$ cat src/rtl/tpm_fifo_ctrl_if.sv
// rtl/tpm_fifo_ctrl_if.sv - host DATA_FIFO byte access bundle for tpm_fifo_ctrl
interface tpm_fifo_ctrl_if;
    logic       host_wr_i;
    logic [7:0] host_wdata_i;
    logic       host_rd_i;
    logic [7:0] host_rdata_o;
    logic       host_rvalid_o;
    logic       host_busy_o;

    modport master (
        output host_wr_i,
        output host_wdata_i,
        output host_rd_i,
        input  host_rdata_o,
        input  host_rvalid_o,
        input  host_busy_o
    );

    modport slave (
        input  host_wr_i,
        input  host_wdata_i,
        input  host_rd_i,
        output host_rdata_o,
        output host_rvalid_o,
        output host_busy_o
    );
endinterface

$ cat src/rtl/tpm_fifo_ctrl.sv
// rtl/tpm_fifo_ctrl.sv - TPM_DATA_FIFO command/response sequencer and buffer RAM arbiter
module tpm_fifo_ctrl #(
    parameter int ADDR_W   = 11,
    parameter int MIN_SIZE = 10
) (
    input  logic                clk_i,
    input  logic                rst_n_i,
    tpm_fifo_ctrl_if.slave      host,
    input  logic                cmd_ready_i,
    input  logic                go_i,
    input  logic                retry_i,
    input  logic                abort_i,
    output logic                expect_o,
    output logic                data_avail_o,
    output logic                cmd_ready_o,
    output logic [2:0]          state_o,
    output logic                exec_o,
    output logic [ADDR_W:0]     cmd_size_o,
    output logic                cancel_o,
    input  logic                mcu_done_i,
    input  logic [ADDR_W:0]     rsp_size_i,
    input  logic [ADDR_W-1:0]   mcu_addr_i,
    input  logic [7:0]          mcu_wdata_i,
    input  logic                mcu_we_i,
    output logic                buf_owner_mcu_o,
    output logic [ADDR_W-1:0]   mem_addr_o,
    output logic [7:0]          mem_wdata_o,
    output logic                mem_we_o,
    input  logic [7:0]          mem_rdata_i
);

    localparam int AW1 = ADDR_W + 1;
    localparam logic [AW1-1:0] DEPTH_P = {1'b1, {ADDR_W{1'b0}}};
    localparam logic [31:0]    DEPTH_W = {{(32-AW1){1'b0}}, DEPTH_P};
    localparam logic [31:0]    MIN_W   = 32'(MIN_SIZE);

    typedef enum logic [2:0] {
        S_IDLE       = 3'd0,
        S_READY      = 3'd1,
        S_RECEPTION  = 3'd2,
        S_FULL       = 3'd3,
        S_EXECUTION  = 3'd4,
        S_COMPLETION = 3'd5,
        S_ERROR      = 3'd6
    } state_t;

    state_t            state_q, state_d;
    logic              expect_q, expect_d;
    logic              cmd_rdy_q, cmd_rdy_d;
    logic              avail_q, avail_d;
    logic              cancel_q, cancel_d;
    logic [AW1-1:0]    wptr_q, wptr_d;
    logic [AW1-1:0]    rptr_q, rptr_d;
    logic [AW1-1:0]    rsp_q, rsp_d;
    logic [31:0]       size_q, size_d;
    logic [ADDR_W-1:0] mem_addr_q, mem_addr_d;
    logic [7:0]        mem_wdata_q, mem_wdata_d;
    logic              mem_we_q, mem_we_d;
    logic              rd1_q, rd1_d, rd2_q, rd2_d;
    logic              real1_q, real1_d, real2_q, real2_d;

    logic              busy;
    logic [AW1-1:0]    rsp_clamp;

    assign busy      = rd1_q | rd2_q;
    assign rsp_clamp = (rsp_size_i > DEPTH_P) ? DEPTH_P : rsp_size_i;

    // Next-state and datapath decode, highest-priority event wins the cycle
    always_comb begin
        state_d     = state_q;
        expect_d    = expect_q;
        cmd_rdy_d   = cmd_rdy_q;
        avail_d     = avail_q;
        cancel_d    = 1'b0;
        wptr_d      = wptr_q;
        rptr_d      = rptr_q;
        rsp_d       = rsp_q;
        size_d      = size_q;
        mem_addr_d  = mem_addr_q;
        mem_wdata_d = mem_wdata_q;
        mem_we_d    = 1'b0;
        rd1_d       = 1'b0;
        real1_d     = 1'b0;
        rd2_d       = rd1_q;
        real2_d     = real1_q;

        if (abort_i) begin
            state_d   = S_IDLE;
            expect_d  = 1'b0;
            cmd_rdy_d = 1'b0;
            avail_d   = 1'b0;
            cancel_d  = (state_q == S_EXECUTION);
        end else if (cmd_ready_i) begin
            if (state_q == S_IDLE) begin
                state_d   = S_READY;
                cmd_rdy_d = 1'b1;
                expect_d  = 1'b1;
                wptr_d    = '0;
                size_d    = '0;
            end else if (state_q != S_READY) begin
                state_d   = S_IDLE;
                expect_d  = 1'b0;
                cmd_rdy_d = 1'b0;
                avail_d   = 1'b0;
                cancel_d  = (state_q == S_EXECUTION);
            end
        end else if (go_i || retry_i || mcu_done_i) begin
            if (go_i && state_q == S_FULL) begin
                state_d = S_EXECUTION;
            end
            if (mcu_done_i && state_q == S_EXECUTION) begin
                state_d = S_COMPLETION;
                rsp_d   = rsp_clamp;
                rptr_d  = '0;
                avail_d = (rsp_clamp != '0);
            end
            if (retry_i && state_q == S_COMPLETION) begin
                rptr_d  = '0;
                avail_d = (rsp_q != '0);
            end
        end else if (!busy) begin
            if (host.host_wr_i) begin
                if ((state_q == S_READY || state_q == S_RECEPTION) && expect_q
                    && (wptr_q < DEPTH_P)) begin
                    mem_addr_d  = wptr_q[ADDR_W-1:0];
                    mem_wdata_d = host.host_wdata_i;
                    mem_we_d    = 1'b1;
                    wptr_d      = wptr_q + 1'b1;
                    state_d     = S_RECEPTION;
                    cmd_rdy_d   = 1'b0;
                    // Header bytes 2..5 carry commandSize, big-endian
                    if (wptr_q >= AW1'(2) && wptr_q <= AW1'(5)) begin
                        size_d = {size_q[23:0], host.host_wdata_i};
                    end
                    if (wptr_q == AW1'(5) && (size_d < MIN_W || size_d > DEPTH_W)) begin
                        expect_d = 1'b0;
                        state_d  = S_ERROR;
                    end else if (wptr_q >= AW1'(5)
                                 && {{(32-AW1){1'b0}}, wptr_d} == size_d) begin
                        expect_d = 1'b0;
                        state_d  = S_FULL;
                    end
                end
            end else if (host.host_rd_i && state_q != S_EXECUTION) begin
                rd1_d = 1'b1;
                if (state_q == S_COMPLETION && avail_q) begin
                    real1_d    = 1'b1;
                    mem_addr_d = rptr_q[ADDR_W-1:0];
                    rptr_d     = rptr_q + 1'b1;
                    if (rptr_d == rsp_q) begin
                        avail_d = 1'b0;
                    end
                end
            end
        end
    end

    // State and datapath registers with asynchronous reset
    always_ff @(posedge clk_i or negedge rst_n_i) begin
        if (!rst_n_i) begin
            state_q     <= S_IDLE;
            expect_q    <= 1'b0;
            cmd_rdy_q   <= 1'b0;
            avail_q     <= 1'b0;
            cancel_q    <= 1'b0;
            wptr_q      <= '0;
            rptr_q      <= '0;
            rsp_q       <= '0;
            size_q      <= '0;
            mem_addr_q  <= '0;
            mem_wdata_q <= '0;
            mem_we_q    <= 1'b0;
            rd1_q       <= 1'b0;
            rd2_q       <= 1'b0;
            real1_q     <= 1'b0;
            real2_q     <= 1'b0;
        end else begin
            state_q     <= state_d;
            expect_q    <= expect_d;
            cmd_rdy_q   <= cmd_rdy_d;
            avail_q     <= avail_d;
            cancel_q    <= cancel_d;
            wptr_q      <= wptr_d;
            rptr_q      <= rptr_d;
            rsp_q       <= rsp_d;
            size_q      <= size_d;
            mem_addr_q  <= mem_addr_d;
            mem_wdata_q <= mem_wdata_d;
            mem_we_q    <= mem_we_d;
            rd1_q       <= rd1_d;
            rd2_q       <= rd2_d;
            real1_q     <= real1_d;
            real2_q     <= real2_d;
        end
    end

    assign expect_o        = expect_q;
    assign data_avail_o    = avail_q;
    assign cmd_ready_o     = cmd_rdy_q;
    assign state_o         = state_q;
    assign exec_o          = (state_q == S_EXECUTION);
    assign buf_owner_mcu_o = exec_o;
    assign cmd_size_o      = exec_o ? size_q[ADDR_W:0] : '0;
    assign cancel_o        = cancel_q;

    // MCU drives the RAM port directly while it owns the buffer
    assign mem_addr_o  = exec_o ? mcu_addr_i  : mem_addr_q;
    assign mem_wdata_o = exec_o ? mcu_wdata_i : mem_wdata_q;
    assign mem_we_o    = exec_o ? mcu_we_i    : mem_we_q;

    assign host.host_rvalid_o = rd2_q;
    assign host.host_busy_o   = busy;
    assign host.host_rdata_o  = (rd2_q && real2_q) ? mem_rdata_i : 8'hFF;

endmodule

$ cat src/flat_wrapper.sv
// flat-port wrapper written by rule: the top's interface ports become plain ports
module tpm_fifo_ctrl_flat 
#(
    parameter int ADDR_W   = 11,
    parameter int MIN_SIZE = 10
)
  (clk_i, rst_n_i, cmd_ready_i, go_i, retry_i, abort_i, expect_o, data_avail_o, cmd_ready_o, state_o, exec_o, cmd_size_o, cancel_o, mcu_done_i, rsp_size_i, mcu_addr_i, mcu_wdata_i, mcu_we_i, buf_owner_mcu_o, mem_addr_o, mem_wdata_o, mem_we_o, mem_rdata_i, host_host_wr_i, host_host_wdata_i, host_host_rd_i, host_host_rdata_o, host_host_rvalid_o, host_host_busy_o);
  tpm_fifo_ctrl_if host_i ();
  input  logic clk_i;
  input  logic rst_n_i;
  input  logic cmd_ready_i;
  input  logic go_i;
  input  logic retry_i;
  input  logic abort_i;
  output logic expect_o;
  output logic data_avail_o;
  output logic cmd_ready_o;
  output logic [2:0] state_o;
  output logic exec_o;
  output logic [ADDR_W:0] cmd_size_o;
  output logic cancel_o;
  input  logic mcu_done_i;
  input  logic [ADDR_W:0] rsp_size_i;
  input  logic [ADDR_W-1:0] mcu_addr_i;
  input  logic [7:0] mcu_wdata_i;
  input  logic mcu_we_i;
  output logic buf_owner_mcu_o;
  output logic [ADDR_W-1:0] mem_addr_o;
  output logic [7:0] mem_wdata_o;
  output logic mem_we_o;
  input  logic [7:0] mem_rdata_i;
  input wire logic [$bits(host_i.host_wr_i)-1:0] host_host_wr_i;
  input wire logic [$bits(host_i.host_wdata_i)-1:0] host_host_wdata_i;
  input wire logic [$bits(host_i.host_rd_i)-1:0] host_host_rd_i;
  output wire logic [$bits(host_i.host_rdata_o)-1:0] host_host_rdata_o;
  output wire logic [$bits(host_i.host_rvalid_o)-1:0] host_host_rvalid_o;
  output wire logic [$bits(host_i.host_busy_o)-1:0] host_host_busy_o;
  assign host_i.host_wr_i = host_host_wr_i;
  assign host_i.host_wdata_i = host_host_wdata_i;
  assign host_i.host_rd_i = host_host_rd_i;
  assign host_host_rdata_o = host_i.host_rdata_o;
  assign host_host_rvalid_o = host_i.host_rvalid_o;
  assign host_host_busy_o = host_i.host_busy_o;
  tpm_fifo_ctrl #(.ADDR_W(ADDR_W), .MIN_SIZE(MIN_SIZE)) u_core (.clk_i(clk_i), .rst_n_i(rst_n_i), .host(host_i), .cmd_ready_i(cmd_ready_i), .go_i(go_i), .retry_i(retry_i), .abort_i(abort_i), .expect_o(expect_o), .data_avail_o(data_avail_o), .cmd_ready_o(cmd_ready_o), .state_o(state_o), .exec_o(exec_o), .cmd_size_o(cmd_size_o), .cancel_o(cancel_o), .mcu_done_i(mcu_done_i), .rsp_size_i(rsp_size_i), .mcu_addr_i(mcu_addr_i), .mcu_wdata_i(mcu_wdata_i), .mcu_we_i(mcu_we_i), .buf_owner_mcu_o(buf_owner_mcu_o), .mem_addr_o(mem_addr_o), .mem_wdata_o(mem_wdata_o), .mem_we_o(mem_we_o), .mem_rdata_i(mem_rdata_i));
endmodule
$ cat config.mk
export PLATFORM = sky130hd
export DESIGN_NAME = tpm_fifo_ctrl_flat
export DESIGN_NICKNAME = d
export VERILOG_FILES = /design/src/rtl/tpm_fifo_ctrl_if.sv /design/src/rtl/tpm_fifo_ctrl.sv /design/src/flat_wrapper.sv
export SDC_FILE = /design/constraint.sdc
export NUM_CORES = 1
export LEC_CHECK = 0
export CAP_MARGIN = 15
export CORE_UTILIZATION = 50
export CTS_CLUSTER_DIAMETER = 150
export CTS_CLUSTER_SIZE = 20
export DETAILED_ROUTE_END_ITERATION = 16
export PLACE_DENSITY = 0.77
export SYNTH_ARGS = -nofsm -noshare
export SYNTH_HDL_FRONTEND = slang
export SYNTH_SLANG_ARGS = --single-unit
$ cat constraint.sdc
create_clock -name clk_i -period 8.8 [get_ports clk_i]
set_clock_uncertainty 0.2 [all_clocks]
set_input_delay 0.88 -clock clk_i [delete_from_list [all_inputs] [get_ports clk_i]]
set_output_delay 0.88 -clock clk_i [all_outputs]
set_load 0.01 [all_outputs]
==> summary by stage <==
Die
The area of the die is around 0.012 mm2. For this configuration, the core starts out at a cell density of 52.3%. The floorplan has 38 rows. The die boundary width is 110 um. between 100 and 150 I/O pins were placed. The floorplan die height is 110 um. The area inside the core boundary is 0.0111 mm2.

Power and ir drop
The final total power is 0.00108 W. The maximum resistive drop on vdd is 0.0845 mV. The leakage power of the design is 3.16 nW. In this run the power density over the cells is 150 mW/mm2.

Routing
The routed layout has 5366 vias. After detailed routing, no signal wire sits above met4. The final layout contains routed wiring with a total length of approximately 15000 um. The routed design uses 6790 um of met2 wire. The routed design uses 1060 um of met3 wire. After the first detailed-routing iteration, the DRC count stood at approximately 440. The via density per instance is 5.82. The number of remaining DRC errors is 0.

The first-pass iteration count of the detailed router is 6. The detailed router put a total of slightly above 7000 um of wire on met1. The average wire length per cell after detail routing is 16.5 um. The number of routed nets with antenna violations is 0.

Timing
After routing, the total negative slack on setup checks comes to 0 ps. For the pin with the worst max-slew slack, the measured transition is 1020 ps. The count of pins over their slew limit is 0.

The routed design could run at a clock period as short as about 4200 ps. The total setup violations reported at the end of the flow is 0. The final clock period utilization by the worst path is a little under half.

The number of failing hold endpoints at the final stage is 0. For this run, the top clock speed supported by timing is 238 MHz. Setup repair after global routing left no endpoint under its margin.

The relative max-transition margin is 31.6%.

Worst setup path
The worst path buffer plus inverter count is 2. Among cell families on the critical path, the largest total delay comes from simple AND/OR/NAND/NOR gates. The delay of the slowest critical-path stage is ~980 ps. The worst setup path is launched from a primary input. Walking the worst path, the cells encountered are clkdlybuf4s50_1, nor4bb_1, o21ai_0, nor2_1, nand2_1, nor2_2, buf_4, o21ai_0.

The endpoint class of the critical path is a flip-flop. Along the worst path, the maximum fanout reaches between 60 and 70. The worst setup path is of the in -> reg kind. STA puts the critical path data arrival time at 4220 ps. STA puts the critical path data required time at about 8800 ps. The slowest library cell on the worst path is sky130_fd_sc_hd__clkdlybuf4s50_1. The most prevalent standard cell on the critical path is sky130_fd_sc_hd__o21ai_0.

Global routing
The first global-routing pass estimated approximately 24000 um of wire. The number of antenna violations at the first check in global routing is 0. The maximum number of pins on one net before global-route repair is 64. The global route total overflow is 0. The overall global routing resource usage is 26.1%. The number of global-route vias before repair is between 4000 and 5000.

CTS
TritonCTS created 9 clock buffers. The clock reaches the later pin of the worst-skew pair after 350 ps. The clock slew at the register clock pins of the worst setup and hold paths is 70 ps. TritonCTS built the clock tree.

CTS built an H-tree with a depth of 3. Counting every sink on the clock net gives 99. In this run the clock root is driven by a sky130_fd_sc_hd__clkbuf_16. In this run, post-CTS hold repair placed 0 buffers. In this run, post-CTS repair resized a total of 0 instances.

The clock passes through at most 2 buffers. The number of setup buffers added after CTS is 0.

Yosys
The synthesized design contains between 90 and 100 register bits. Synthesis produced a netlist with a net count of between 700 and 800. The post-synthesis cell type count is 52. Summing the sequential cell areas from Yosys gives 42.8% of the chip area.

For this run, the number of Yosys warnings is 0. For this run, the leading register cell type out of synthesis is sky130_fd_sc_hd__dfrtp_1. Counting every instance in the synthesized netlist gives 692.

The average instance in the mapped netlist occupies 8.37 um2. The synthesized design contains 0 enable-type register cells. In this run the cell area of the synthesized design comes to 0.00579 mm2. For this run, asynchronously set or reset flops after synthesis account for 100%.

Min path
The tightest min-delay check is of the reg -> reg type.

Final layout
For this run, the post-layout net count is ~840. The antenna diode instance count is 0. Compared with the post-synthesis result, the final layout area differs by 24.5%. Fill cells in the final layout number 945. The post-route netlist has between 5 and 6% of its cells at a drive strength greater than 1.

Run
The max-cap violation count is 0.

Run status
The run finished with clean final reports.

Placed design
The total of buffers placed on input and output ports is 107. Routability-driven placement finished with a final weighted congestion of 0.908. The half-perimeter wire length after detailed placement is 10900 um.
==> cell families after synthesis <==
group / synth area share [%]
multiplexers: 5.72
adder cells (fa/ha/maj): 1.08
AO/OA/AOI/OAI: 13.8
flip-flops: 42.8
buffers and inverters: 3.33
XOR/XNOR: 6.05
AND/OR/NAND/NOR: 27.3
==> path summary, 6_finish.rpt <==
check,from,to,slack [ps],depth (start not counted)
worst max-delay path,host_host_wr_i,u_core.size_q[5],4590,8
worst min-delay path,u_core.real1_q,u_core.real2_q,150,0
worst max register to register,u_core.wptr_q[6],u_core.state_o[0],5330,8
worst min register to register,u_core.real1_q,u_core.real2_q,150,0
max in group asynchronous,rst_n_i,u_core.mem_wdata_q[0],6940,2
min in group asynchronous,rst_n_i,u_core.rsp_q[10],310,1
==> cell type report <==
| type | instances | area, um2 | area share, % |
|---|---|---|---|
| clock inverters | 3 | 21.3 | 0.295 |
| well taps | 140 | 175 | 2.43 |
| repair buffers | 112 | 1110 | 15.3 |
| multi-input cells | 546 | 3130 | 43.4 |
| clock buffers | 13 | 270 | 3.75 |
| inverters | 9 | 33.8 | 0.468 |
| flip-flops and latches | 99 | 2480 | 34.3 |
==> metal layers <==
metal | global-route usage (%) | up-vias
met3 | 3.91 | 24
li1 | - | 2572
met1 | 38.3 | 2542
met4 | 10.1 | 0
met2 | 38.9 | 228
met5 | 0 | -
==> layout by cell type, fill, tap and decap left out, drive strengths merged, types with 2 or more instances in the layout <==
master	synthesis	layout
nor4	9	9
o21ai	80	80
o41ai	4	4
clkbuf	31	13
or2	9	9
nor2b	4	4
o211ai	4	4
a31oi	3	3
nor2	49	49
nand4b	2	2
o21a	2	2
or3	5	5
or4	9	9
nor3	11	11
nor3b	2	2
nand3	20	20
a21oi	25	25
dfrtp	99	99
inv	9	9
mux2i	23	23
and2	14	14
ha	5	5
nand4	10	10
a22o	3	3
buf	7	6
and3	8	8
xor2	12	12
mux2	9	9
xnor2	28	28
nor4bb	2	2
nand2	158	158
o31ai	9	9
a311o	2	2
nor4b	2	2
nand2b	13	13
clkinv	0	2
clkdlybuf4s50	0	106
==> per-stage QoR <==
stage / hold WS (ps) / setup slack [ps] / util (%) / std cells / cell area [um2]
floorplan: 131 / 5810 / - / 692 / 5790
global placement: 135 / 4520 / 62.4 / 905 / 6920
detailed placement: 136 / 4310 / 62.4 / 905 / 6920
CTS: 150 / 4680 / 65.1 / 921 / 7210
global route: 157 / 4320 / 65.1 / 922 / 7210
finish: 150 / 4590 / 65.1 / 922 / 7210
==> flip-flops by register name, indices dropped and copies added, names as in the netlist, 3 cells and up <==
name,cells
u_core.size_q,32
u_core.wptr_q,12
u_core.rptr_q,12
u_core.mem_wdata_q,8
u_core.rsp_q,12
u_core.mem_addr_q,11
u_core.state_o,3
==> Yosys cell counts (all sizes together), types with 2 or more instances <==
cell type,number,area (um2)
a21oi,25,125
a22o,3,26.3
a311o,2,20.0
a31oi,3,18.8
and2,14,87.6
and3,8,50.1
buf,7,42.5
clkbuf,31,116
dfrtp,99,2480
ha,5,62.6
inv,9,33.8
mux2,9,101
mux2i,23,230
nand2,158,601
nand2b,13,81.3
nand3,20,100
nand4,10,62.6
nand4b,2,17.5
nor2,49,184
nor2b,4,25.0
nor3,11,55.1
nor3b,2,15.0
nor4,9,71.3
nor4b,2,23.8
nor4bb,2,20.0
o211ai,4,30.0
o21a,2,15.0
o21ai,80,400
o31ai,9,67.6
o41ai,4,35.0
or2,9,56.3
or3,5,31.3
or4,9,71.3
xnor2,28,245
xor2,12,105
==> power by group <==
group	internal [W]	total [W]	leakage, nW	switching [W]
clock network	0.000215	0.000385	0.142	0.000170
logic	0.0000970	0.000189	1.65	0.0000923
registers	0.000480	0.000509	1.36	0.0000283
total	0.000792	0.00108	3.16	0.000290
No activity file was read; power rests on OpenSTA's default activity.
